===== config.mk =====
export PLATFORM = sky130hd
export DESIGN_NAME = mskaes_svrs_host
export DESIGN_NICKNAME = d
export VERILOG_FILES = /design/src/rtl/mskaes_svrs_host.sv
export SDC_FILE = /design/constraint.sdc
export NUM_CORES = 1
export LEC_CHECK = 0
export CAP_MARGIN = 20
export CORE_AREA = 5 5 215 217
export CTS_BUF_LIST = sky130_fd_sc_hd__clkbuf_16
export CTS_CLUSTER_DIAMETER = 100
export DETAILED_ROUTE_END_ITERATION = 12
export DIE_AREA = 0 0 220 222
export GPL_TIMING_DRIVEN = 0
export SETUP_SLACK_MARGIN = 0.5
export SLEW_MARGIN = 20
export SYNTH_ARGS = -nofsm -noshare
export SYNTH_HDL_FRONTEND = slang
export SYNTH_SLANG_ARGS = --single-unit

===== constraint.sdc =====
create_clock -name clk -period 5.9 [get_ports clk]
set_input_delay 1.18 -clock clk [delete_from_list [all_inputs] [get_ports clk]]
set_output_delay 1.18 -clock clk [all_outputs]
set_load 0.03 [all_outputs]

===== src/rtl/mskaes_svrs_host.sv =====
`default_nettype none
// ============================================================================
// Module      : mskaes_svrs_host
// Description : Host-side SVRS initiator for the masked AES core. Runs a batch
//               of encryptions: fetch input word, sticky-issue it to the core,
//               collect the result and forward it downstream with its index.
//               Optional result latency report: MSKAES_SVRS_HOST_LATENCY_EN.
// Revision    : 1.0 - initial release
// ============================================================================
module mskaes_svrs_host #(
    parameter int DW    = 128,
    parameter int CNT_W = 16
`ifdef MSKAES_SVRS_HOST_LATENCY_EN
    ,
    parameter int LAT_W = 8
`endif
) (
    input  logic             clk,
    input  logic             rst_n,
    input  logic             cmd_valid,
    output logic             cmd_ready,
    input  logic [CNT_W-1:0] cmd_count,
    input  logic             pt_valid,
    output logic             pt_ready,
    input  logic [DW-1:0]    pt_data,
    output logic             core_valid_in,
    input  logic             core_in_ready,
    output logic [DW-1:0]    core_data_in,
    input  logic             core_cipher_valid,
    output logic             core_out_ready,
    input  logic [DW-1:0]    core_data_out,
    output logic             res_valid,
    input  logic             res_ready,
    output logic [DW-1:0]    res_data,
    output logic [CNT_W-1:0] res_index,
    output logic             trig,
    output logic             done,
    output logic             busy
`ifdef MSKAES_SVRS_HOST_LATENCY_EN
    ,
    output logic [LAT_W-1:0] res_latency
`endif
);

    typedef enum logic [2:0] {
        S_IDLE     = 3'd0,
        S_LOAD     = 3'd1,
        S_ISSUE    = 3'd2,
        S_WAIT_OUT = 3'd3,
        S_DRAIN    = 3'd4
    } state_t;

    state_t           state_q;
    logic [DW-1:0]    din_q;
    logic [DW-1:0]    res_q;
    logic [CNT_W-1:0] rem_q;
    logic [CNT_W-1:0] idx_q;
    logic             done_q;

    always_ff @(posedge clk or negedge rst_n) begin
        if (!rst_n) begin
            state_q <= S_IDLE;
            din_q   <= '0;
            res_q   <= '0;
            rem_q   <= '0;
            idx_q   <= '0;
            done_q  <= 1'b0;
        end else begin
            done_q <= 1'b0;
            case (state_q)
                S_IDLE: begin
                    if (cmd_valid) begin
                        if (cmd_count == '0) begin
                            done_q <= 1'b1;
                        end else begin
                            rem_q   <= cmd_count;
                            idx_q   <= '0;
                            state_q <= S_LOAD;
                        end
                    end
                end
                S_LOAD: begin
                    if (pt_valid) begin
                        din_q   <= pt_data;
                        state_q <= S_ISSUE;
                    end
                end
                S_ISSUE: begin
                    if (core_in_ready) begin
                        state_q <= S_WAIT_OUT;
                    end
                end
                S_WAIT_OUT: begin
                    if (core_cipher_valid) begin
                        res_q   <= core_data_out;
                        state_q <= S_DRAIN;
                    end
                end
                S_DRAIN: begin
                    if (res_ready) begin
                        rem_q <= rem_q - 1'b1;
                        // Index is left on the last run so it never reaches cmd_count.
                        if (rem_q == CNT_W'(1)) begin
                            done_q  <= 1'b1;
                            state_q <= S_IDLE;
                        end else begin
                            idx_q   <= idx_q + 1'b1;
                            state_q <= S_LOAD;
                        end
                    end
                end
                default: state_q <= S_IDLE;
            endcase
        end
    end

`ifdef MSKAES_SVRS_HOST_LATENCY_EN
    logic [LAT_W-1:0] lat_q;
    logic [LAT_W-1:0] res_lat_q;
    logic [LAT_W-1:0] lat_inc;

    // Saturating increment; the capture cycle itself is counted.
    assign lat_inc = (lat_q == '1) ? lat_q : lat_q + 1'b1;

    always_ff @(posedge clk or negedge rst_n) begin
        if (!rst_n) begin
            lat_q     <= '0;
            res_lat_q <= '0;
        end else begin
            if (state_q == S_ISSUE && core_in_ready) begin
                lat_q <= '0;
            end else if (state_q == S_WAIT_OUT) begin
                lat_q <= lat_inc;
                if (core_cipher_valid) begin
                    res_lat_q <= lat_inc;
                end
            end
        end
    end

    assign res_latency = res_lat_q;
`endif

    assign cmd_ready      = (state_q == S_IDLE);
    assign pt_ready       = (state_q == S_LOAD);
    assign core_valid_in  = (state_q == S_ISSUE);
    assign core_out_ready = (state_q == S_WAIT_OUT);
    assign trig           = (state_q == S_WAIT_OUT);
    assign res_valid      = (state_q == S_DRAIN);
    assign busy           = (state_q != S_IDLE);
    assign core_data_in   = din_q;
    assign res_data       = res_q;
    assign res_index      = idx_q;
    assign done           = done_q;

endmodule
`default_nettype wire


# ---- Word-level counts from Yosys, hierarchy flattened
# Cells that the tools add are included.
# Widths: inputs -> output; s select.
dict set report totals {
  inputBits 279
  output_inout_bits 280
  wordCells 51
  reg_bits 292
}
dict set report classes {
  mux 22
  reduce_logical 9
  n_eq_ne 12
  addsub 2
}
# cell n
set ops {}
lappend ops {{$mux 16} 7}
lappend ops {{$pmux 16 s2} 2}
lappend ops {{$mux 3} 6}
lappend ops {{$add 16x1->16 const B} 1}
lappend ops {{$eq 16x1->1 const B} 1}
lappend ops {{$logic_not 16->1} 1}
lappend ops {{$sub 16x1->16 const B} 1}
lappend ops {{$pmux 3 s5} 1}
lappend ops {{$ne 2x2->1 const B} 5}
lappend ops {{$eq 3x2->1 const B} 2}
lappend ops {{$reduce_and 6->1} 1}
lappend ops {{$mux 1} 5}
lappend ops {{$reduce_and 5->1} 1}
lappend ops {{$ne 2x1->1 const B} 2}
lappend ops {{$reduce_and 2->1} 2}
lappend ops {{$reduce_and 4->1} 1}
lappend ops {{$eq 3x1->1 const B} 1}
lappend ops {{$eq 3x3->1 const B} 1}
lappend ops {{$logic_not 3->1} 1}
lappend ops {{$reduce_bool 3->1} 1}
lappend ops {{$pmux 1 s2} 1}
lappend ops {{$reduce_bool 2->1} 1}

# ---- Depth between registers and ports, before layout
# Gate-level depths: netlist (run 1).
dict set report logic_depth {
  ltp_word 4
  depth_mapped 9
  ltp_nobuf 7
}

# ---- Worst setup path before layout (run 1)
# OpenSTA, ideal clock, no wires.
dict set report synth_timing {
  path_type {register -> output}
  startpoint {register state_q[2]}
  endpoint {output busy}
  path_buffers 1
  required_time_ns 4.720
  path_stages_with_launch 4
  setup_slack_ns 2.974
  arrival_time_ns 1.746
  path_cell_list {dfrtp_1 clkbuf_1 nor3_1 inv_1}
}
dict set report synth_via {
  elab_chain_cells 1
}
# item line
set synth_lines {}
lappend synth_lines {{from (decl)} 53} ;# state_t state_q;
lappend synth_lines {{from (signal assigned)} 62} ;# state_q <= S_IDLE;
lappend synth_lines {{from (signal assigned)} 78} ;# state_q <= S_LOAD;
lappend synth_lines {{from (signal assigned)} 85} ;# state_q <= S_ISSUE;
lappend synth_lines {{$reduce_bool 3->1} 150} ;# assign busy = (state_q != S_IDLE);
lappend synth_lines {{to (decl)} 38} ;# output logic busy
# No other way between the ends.

# ---- Worst setup path in the final report (run 1)
dict set report layout_timing {
  startpoint {register state_q[2]}
  endpoint {output res_valid}
}
dict set report layout_via {
  elab_chain_cells 1
}
# item line
set layout_lines {}
lappend layout_lines {{$eq 3x3->1} 149} ;# assign res_valid = (state_q == S_DRAIN);
lappend layout_lines {{to (decl)} 32} ;# output logic res_valid,
# No other way between the ends.

==> reports/qor.csv, run 1 <==
stage;metric;value;unit
status;status;finished, final reports clean;
sta;Final Skew;0.0238;ns
synthesis;Synth Area per Inst;14.5;um2
sta;Max Clk Rate;226;MHz
final_layout;n_diodes;0;
pwr;Leak Pwr;0.00771;uW
final_layout;P&R area growth vs syn;64.5;%
grt;initial antenna violation count;0;
die;I/O Pins;559;
setup_path;CP top delay family;buffers and inverters;
clock_network;H-tree lvl count;2;
place;GP Congestion;0.812;
grt;first-pass GRT wire length;61100;um
setup_path;worst path required time;4.72;ns
setup_path;Reg2Reg Capture Point;core_data_in[52];
sta;Setup violations, final;0;
setup_path;endpoint class of the critical path;output port;
setup_path;Buf+Inv Stages, Crit Path;5;
drt;initial DRC count;315;
die;Core ar.;43900;um2
drt;Vias per Instance;4.44;
clock_network;CTS tree;yes;
synthesis;number of flops mapped to enable cells by yosys;0;
grt;largest net degree at the start of global routing;92;
synthesis;Syn Nets;1079;
pwr;maximum vdd drop;0.386;mV
clock_network;cts repair resizes;0;
sta;Sum Neg Setup Slack;0;ns
setup_path;CP cell instances;clkbuf_1 > nand2_1 > inv_1 > clkbuf_1 > clkbuf_1 > clkdlybuf4s50_1;
drt;antenna-violating nets left;0;
setup_path;maximum fanout along the worst path;10;
place;HPWL after detailed placement;31500;um
clock_network;postcts setup bufs;0;
sta;endpoints failing hold;0;
synthesis;Synth Flop Type;dfrtp_1;
run;maxcap violations;0;
sta;Final Max Tran Viols;0;
sta;fin crit period;4.43;ns
min_path;HP Class;in -> async;
final_layout;Non-Filler Instances;2012;
setup_path;Critical Path Max Stage Delay;0.80;ns
final_layout;layout cell share with drive strength beyond 1;22.8;%
grt;vias in the first global route;9804;
final_layout;Final Net Count;1678;
drt;final WL;40600;um
drt;via count;8935;
setup_path;Most Frequent Cell on Critical Path;clkbuf_1;
drt;DR DRC count;0;
synthesis;Syn Std Cell Area;11600;um2
die;Starting Density;26.4;%
synthesis;Post-Syn Instances;797;
place;Placed Cells;1950;
clock_network;Clk Latency, worst-skew pair;0.54;ns
clock_network;clock-pin slew on the worst setup and hold paths;0.06;ns
synthesis;asr flop ratio synth;100;%
setup_path;worst path arrival time;3.25;ns
clock_network;CTS buffer count;36;
place;I/O Buffers;558;
setup_path;crit path kind;reg -> out;
setup_path;cells on worst reg2reg path;6;
setup_path;Critical Path Start Type;register;
pwr;Power Density;591;nW/um2
clock_network;Root Driver;clkbuf_16;
drt;Pre-antenna DRT Iters;4;
sta;period utilization;75.2;%
synthesis;Ys Warns;0;
synthesis;Seq/Total Area, Yosys;63.0;%
sta;Slew Limit Headroom;32.4;%
synthesis;register bit total from synthesis;292;
final_layout;fill count;4178;
clock_network;Post-CTS Hold Buffers;0;
grt;grt ovf;0;
setup_path;critical path's slowest cell;clkdlybuf4s50_1;
die;die span in x;220;um
die;die span in y;222;um
die;die area;48800;um2
synthesis;distinct cell type count after synthesis;48;
setup_path;worst r2r src;state_q[0];
drt;wire per inst;20.2;um
clock_network;CTS max path bufs;3;
setup_path;reg2reg setup slack;3.02;ns
clock_network;clock sink count;292;
grt;GRT Overall Usage;16.2;%
die;cell row count;77;
sta;worst slew pin tran;1.01;ns
sta;RSZ-0062 raised after global routing;false;
==> stage by stage <==
stage | area, um2 | hold WS [ns] | setup slack [ns] | util [%] | total power (uW)
after global placement | 17900 | 0.487 | -9.70 | 40.8 | 9310
after floorplan | 11600 | 0.465 | 2.97 | - | 6670
after global routing | 19100 | 0.472 | 1.30 | 43.4 | 11900
after CTS | 19100 | 0.450 | 1.44 | 43.4 | 11500
final | 19100 | 0.492 | 1.47 | 43.4 | 11300
after detailed placement | 18000 | 0.491 | 1.91 | 41.0 | 9370
==> synthesized netlist by cell type (all sizes together), types with 5 or more instances <==
cell type | number | area share (%)
inv | 5 | 0.16
nand2 | 36 | 1.2
a21oi | 28 | 1.3
nand3 | 12 | 0.52
dfrtp | 292 | 63
nand2b | 5 | 0.27
o22ai | 5 | 0.27
buf | 8 | 0.49
clkbuf | 37 | 1.2
mux2 | 256 | 25
o21ai | 18 | 0.91
nor2 | 11 | 0.36
or4 | 8 | 0.52
o31ai | 9 | 0.58
or3 | 8 | 0.47
nor3 | 9 | 0.39
o21a | 5 | 0.32
==> cell families after synthesis <==
group	synth area share, %
adder cells (fa/ha/maj)	0.324
AO/OA/AOI/OAI	4.84
AND/OR/NAND/NOR	5.02
flip-flops	63.0
buffers and inverters	1.85
multiplexers	24.9
XOR/XNOR	0.0756
==> worst max-delay path by stage <==
stage	slack [ns]	to	from	depth (start not counted)
4_1_cts	1.44	res_valid	state_q[2]	6
2_1_floorplan	2.97	busy	state_q[2]	3
5_1_grt	1.30	res_valid	state_q[2]	6
3_5_place_dp	1.91	core_data_in[52]	pt_valid	6
6_report	1.47	res_valid	state_q[2]	6
3_3_place_gp	-9.70	res_data[62]	rst_n	1
==> layout make-up <==
class	count	area (um2)	share of cell area (%)
Sequential cell	292	7310	38.3
Timing Repair Buffer	561	5670	29.7
Multi-Input combinational cell	455	4070	21.3
Clock buffer	38	951	4.99
Tap cell	592	741	3.88
Buffer	45	195	1.02
Clock inverter	24	118	0.617
Inverter	5	18.8	0.0984
==> metal layers <==
metal	track usage (%)	vias to the layer above	wire length [um]
met5	0	-	0
met4	6.06	0	1360
met3	6.96	72	4120
met1	17.7	4444	14700
met2	27.9	357	20400
li1	-	4062	-
==> layout by cell type, fill, tap and decap left out, drive strengths merged, types with 13 or more instances in the layout <==
cell type and count:
clkbuf 75, nand2 36, mux2 256, dfrtp 292, inv 14, clkinv 13, clkdlybuf4s50 557, o21ai 18
a21oi 28
==> report_power, final <==
| group | internal (uW) | total, uW | switching [uW] |
|---|---|---|---|
| logic | 2630 | 5780 | 3150 |
| clock network | 1160 | 2010 | 850 |
| registers | 2970 | 3490 | 514 |
| total | 6760 | 11300 | 4510 |
==> flip-flops by register name (all words and copies together), names as in the netlist <==
signal,cells
core_data_in,128
res_index,16
res_data,128
done,1
state_q,3
rem_q,16
Power figures use the tool's default switching activity.
==> inputs of run 2 (changes only) <==
clock period = 4.6 ns   (was 5.9 ns; I/O delays follow)
==> run 2 against run 1 <==
Non-clock buffer count unchanged. Design area about the same. Clock power up 28%. Sequential share of layout area about the same. Clock skew up 0.0016 ns. Final cell count unchanged. Die area unchanged. Total power up 28%. Global-route usage unchanged. Register-to-register slack worse by 1.3 ns. Critical endpoint unchanged. Largest cell class unchanged. Highest routed layer unchanged.
==> reports/qor.csv, run 2 (synthesis gave the netlist of run 1 again) <==
stage;metric;value;unit;change
status;status;finished, final reports clean;;unchanged
sta;Final Skew;0.0254;ns;was 0.0238 ns
grt;GRT Overall Usage;16.2;%;unchanged
die;die span in y;222;um;unchanged
clock_network;CTS max path bufs;3;;unchanged
place;HPWL after detailed placement;31500;um;unchanged
final_layout;commonest non-fill, non-tap cells in the layout;clkdlybuf4s50_1, dfrtp_1, mux2_2;;unchanged
pwr;maximum vdd drop;0.496;mV;was 0.386 mV
final_layout;Non-Filler Instances;2012;;unchanged
sta;Setup violations, final;0;;unchanged
setup_path;Most Frequent Cell on Critical Path;clkbuf_1;;unchanged
clock_network;Root Driver;clkbuf_16;;unchanged
setup_path;CP top delay family;buffers and inverters;;unchanged
setup_path;Buf+Inv Stages, Crit Path;5;;unchanged
setup_path;worst path arrival time;2.91;ns;was 3.25 ns
final_layout;P&R area growth vs syn;64.6;%;was 64.5%
pwr;logic gate share of total power;51.3;%;about the same
grt;grt ovf;0;;unchanged
grt;largest net degree at the start of global routing;92;;unchanged
grt;vias in the first global route;9804;;unchanged
setup_path;crit path kind;reg -> out;;unchanged
drt;via count;8929;;was 8935
drt;Vias per Instance;4.44;;about the same
clock_network;clock-pin slew on the worst setup and hold paths;0.06;ns;about the same
setup_path;Critical Path Max Stage Delay;0.75;ns;was 0.80 ns
sta;worst slew pin tran;1.01;ns;about the same
sta;Sum Neg Setup Slack;0;ns;unchanged
clock_network;CTS buffer count;36;;unchanged
final_layout;area of the multi-input gates;4070;um2;unchanged
pwr;switching share of power;40.0;%;about the same
run;maxcap violations;0;;unchanged
setup_path;critical path's slowest cell;clkdlybuf4s50_1;;unchanged
sta;RSZ-0062 raised after global routing;false;;unchanged
clock_network;H-tree lvl count;2;;unchanged
clock_network;Post-CTS Hold Buffers;0;;unchanged
pwr;Power Density;758;nW/um2;was 591 nW/um2
sta;Slew Limit Headroom;32.4;%;about the same
final_layout;commonest non-fill, non-tap cell in the layout;clkdlybuf4s50_1;;unchanged
grt;first-pass GRT wire length;61100;um;unchanged
die;cell row count;77;;unchanged
drt;final WL;40600;um;about the same
drt;wire per inst;20.2;um;about the same
die;I/O Pins;559;;unchanged
die;Core ar.;43900;um2;unchanged
clock_network;clock sink count;292;;unchanged
setup_path;endpoint class of the critical path;output port;;unchanged
sta;period utilization;83.2;%;
final_layout;n_diodes;0;;unchanged
drt;antenna-violating nets left;0;;unchanged
sta;endpoints failing hold;0;;unchanged
setup_path;Critical Path Start Type;register;;unchanged
setup_path;CP cell instances;clkbuf_1 > nor2_1 > nand2_1 > inv_1 > clkbuf_1 > clkbuf_2 > clkdlybuf4s50_1;;was clkbuf_1 > nand2_1 > inv_1 > clkbuf_1 > clkbuf_1 > clkdlybuf4s50_1
die;die span in x;220;um;unchanged
final_layout;Final Net Count;1678;;unchanged
die;Starting Density;26.4;%;unchanged
die;die area;48800;um2;unchanged
place;Placed Cells;1950;;unchanged
sta;fin crit period;3.83;ns;
sta;Final Max Tran Viols;0;;unchanged
grt;initial antenna violation count;0;;unchanged
sta;Max Clk Rate;261;MHz;
pwr;sequential share of power;30.9;%;about the same
min_path;HP Class;in -> async;;unchanged
place;I/O Buffers;558;;unchanged
setup_path;reg2reg setup slack;1.73;ns;was 3.02 ns
drt;Pre-antenna DRT Iters;4;;unchanged
setup_path;maximum fanout along the worst path;10;;unchanged
pwr;Leak Pwr;0.00772;uW;was 0.00771 uW
final_layout;fill count;4176;;was 4178
clock_network;Clk Latency, worst-skew pair;0.54;ns;about the same
pwr;Clock power frac;17.8;%;about the same
pwr;Sw Pwr;5790;uW;was 4510 uW
drt;DR DRC count;0;;unchanged
final_layout;Reg area;7310;um2;unchanged
place;GP Congestion;0.812;;unchanged
final_layout;layout cell share with drive strength beyond 1;23.0;%;was 22.8%
pwr;Total Power;14500;uW;was 11300 uW
setup_path;worst path required time;3.68;ns;was 4.72 ns
clock_network;CTS tree;yes;;unchanged
pwr;Int Pwr;8680;uW;was 6760 uW
drt;initial DRC count;310;;was 315
-- run 2: cell types whose count changed in the layout (fill, tap and decap cells not counted) --
cell      change
clkbuf_1      -2
clkbuf_2      +2
-- run 2: worst paths after layout --
| path | start | endpoint | cells after the start |
|---|---|---|---|
| setup / recovery | state_q[1] | res_valid | 7 |
| min in group clk | res_data[83] | res_data[83] | 1 |
| setup reg to reg | state_q[0] | core_data_in[56] | 6 |
| max in group asynchronous | rst_n | res_data[76] | 3 |
| hold reg to reg | res_data[83] | res_data[83] | 1 |
| hold / removal | rst_n | res_data[15] | 1 |
-- run 2: metal layers --
| metal | global-route usage [%] | share of wire, % | vias up | routed length (um) |
|---|---|---|---|---|
| met4 | 6.06 | 3.4 | 0 | 1360 |
| met2 | 27.9 | 50 | 343 | 20400 |
| met5 | 0 | 0 | - | 0 |
| met1 | 17.7 | 36 | 4452 | 14700 |
| met3 | 6.96 | 10 | 72 | 4080 |
| li1 | - | - | 4062 | - |
-- run 2: power by group through the flow --
stage / combinational, uW / clock (uW) / sequential [uW]
global route: 7790 / 2790 / 4650
global placement: 7470 / 0 / 4470
detailed placement: 7510 / 0 / 4500
finish: 7420 / 2570 / 4470
floorplan: 1790 / 0 / 6760
CTS: 7540 / 2690 / 4480
-- run 2: repair_timing --
action / 4_1_cts / 5_1_grt
buffers inserted: 0 / 0
gates resized for setup: 1 / 2
hold endpoints to repair: 0 / 0
setup endpoints to repair: 1 / 1
-- run 2: stage by stage --
stage	util [%]	setup slack, ns	hold WS [ns]	area [um2]
4_1_cts	43.4	0.571	0.190	19100
2_1_floorplan	-	1.93	0.465	11600
5_1_grt	43.4	0.550	0.212	19100
3_5_place_dp	41.0	0.875	0.491	18000
6_report	43.4	0.773	0.232	19100
3_3_place_gp	40.8	-10.74	0.487	17900
-- run 2: area by class of cell --
type                            count  share of cell area, %
Sequential cell                   292                   38.3
Timing Repair Buffer              561                   29.7
Multi-Input combinational cell    455                   21.3
Clock buffer                       38                   4.98
Tap cell                          592                   3.88
Buffer                             45                   1.04
Clock inverter                     24                  0.617
Inverter                            5                 0.0984
==> patch (settings of run 2) <==
The 5 states of `state_t` get a one-hot encoding in 5 bits.
--- a/src/rtl/mskaes_svrs_host.sv
+++ b/src/rtl/mskaes_svrs_host.sv
@@ -44,8 +44,8 @@
 
-    typedef enum logic [2:0] {
-        S_IDLE     = 3'd0,
-        S_LOAD     = 3'd1,
-        S_ISSUE    = 3'd2,
-        S_WAIT_OUT = 3'd3,
-        S_DRAIN    = 3'd4
+    typedef enum logic [4:0] {
+        S_IDLE     = 5'b00001,
+        S_LOAD     = 5'b00010,
+        S_ISSUE    = 5'b00100,
+        S_WAIT_OUT = 5'b01000,
+        S_DRAIN    = 5'b10000
     } state_t;
Behaviour: same outputs for any inputs over 4 cycles, from zero or initial values and one cycle with rst_n low; so few cycles prove little.
==> patch against run 2 <==
Maximum frequency increased by 2.5%; clock skew decreased by 0.0073 ns; largest cell class unchanged; sequential cell count increased by 2; worst setup slack improved by 0.092 ns; area after synthesis increased by 1.4%; largest power group unchanged; design area increased by 0.98%; total power decreased by 20%; routed wire length increased by 2.9%; hold slack improved by 0.078 ns.
==> patch: results (changes against run 2) <==
* Worst R2R End: rem_q[4] (was core_data_in[56])
* Slowest Stage Delay on Critical Path at 0.77 ns (was 0.75 ns)
* Met3 Resource Use GR at 0.0680 (was 0.0696)
* Sw frac at 0.375 (was 0.400)
* Data arrival, critical path at 2.82 ns (was 2.91 ns)
* Layout cells sized above 1 at 0.153 (was 0.230)
* Setup WS pre-CTS at 0.990 ns (was 0.875 ns)
* Largest cells by area after synthesis: dfrtp_1 62%, mux2_2 14%, mux2_1 10% (was dfrtp_1 63%, mux2_2 25%, clkbuf_1 1.2%)
* Routed vias/inst at 4.51 (was 4.44)
* Fmax at 268 MHz (was 261 MHz)
* Metal2 WL at 21.3 mm (was 20.4 mm)
* Status: finished clean (unchanged)
* Placed cell count at 1973 (was 1950)
* Nets at 1702 (was 1678)
* VDD IR max at 0.000550 V (was 0.000496 V)
* First-pass GRT wire length at 62.3 mm (was 61.1 mm)
* GR Util met2 at 0.288 (was 0.279)
* Total CTS buffers at 37 (was 36)
* Skew final at 0.0181 ns (was 0.0254 ns)
* Syn_nets at 1102 (was 1079)
* Post-DP Area at 18200 um2 (was 18000 um2)
* M1 GR Usage at 0.186 (was 0.177)
* Post-route insts no fill at 2038 (was 2012)
* Largest net degree at the start of global routing at 91 (was 92)
* Top cells by count, synth: 293 x dfrtp_1, 147 x mux2_2, 109 x mux2_1 (was 292 x dfrtp_1, 256 x mux2_2, 37 x clkbuf_1)
[patch: cell families (layout without fill, tap and decap cells)]
kind of cell / Yosys count / in the layout / share of synthesized area
flip-flops: 294 / 294 / 0.626
multiplexers: 257 / 257 / 0.246
AND/OR/NAND/NOR: 134 / 134 / 0.0625
AO/OA/AOI/OAI: 77 / 77 / 0.0423
buffers and inverters: 54 / 680 / 0.0190
adder cells (fa/ha/maj): 3 / 3 / 0.00319
XOR/XNOR: 1 / 1 / 0.000745
[patch: cell type report]
type / count / area, um2
fillers: 4165 / 24700
clock inverters: 28 / 173
flip-flops and latches: 294 / 7360
plain buffers: 44 / 185
repair buffers: 561 / 5670
well taps: 592 / 741
clock buffers: 37 / 926
multi-input cells: 472 / 4170
inverters: 10 / 37.5
[patch: critical path: cells and delay by family (launching register included)]
family	cells	cell delay, ns
buf+inv	4	1.47
flops	1	0.35
simple gates	2	0.46
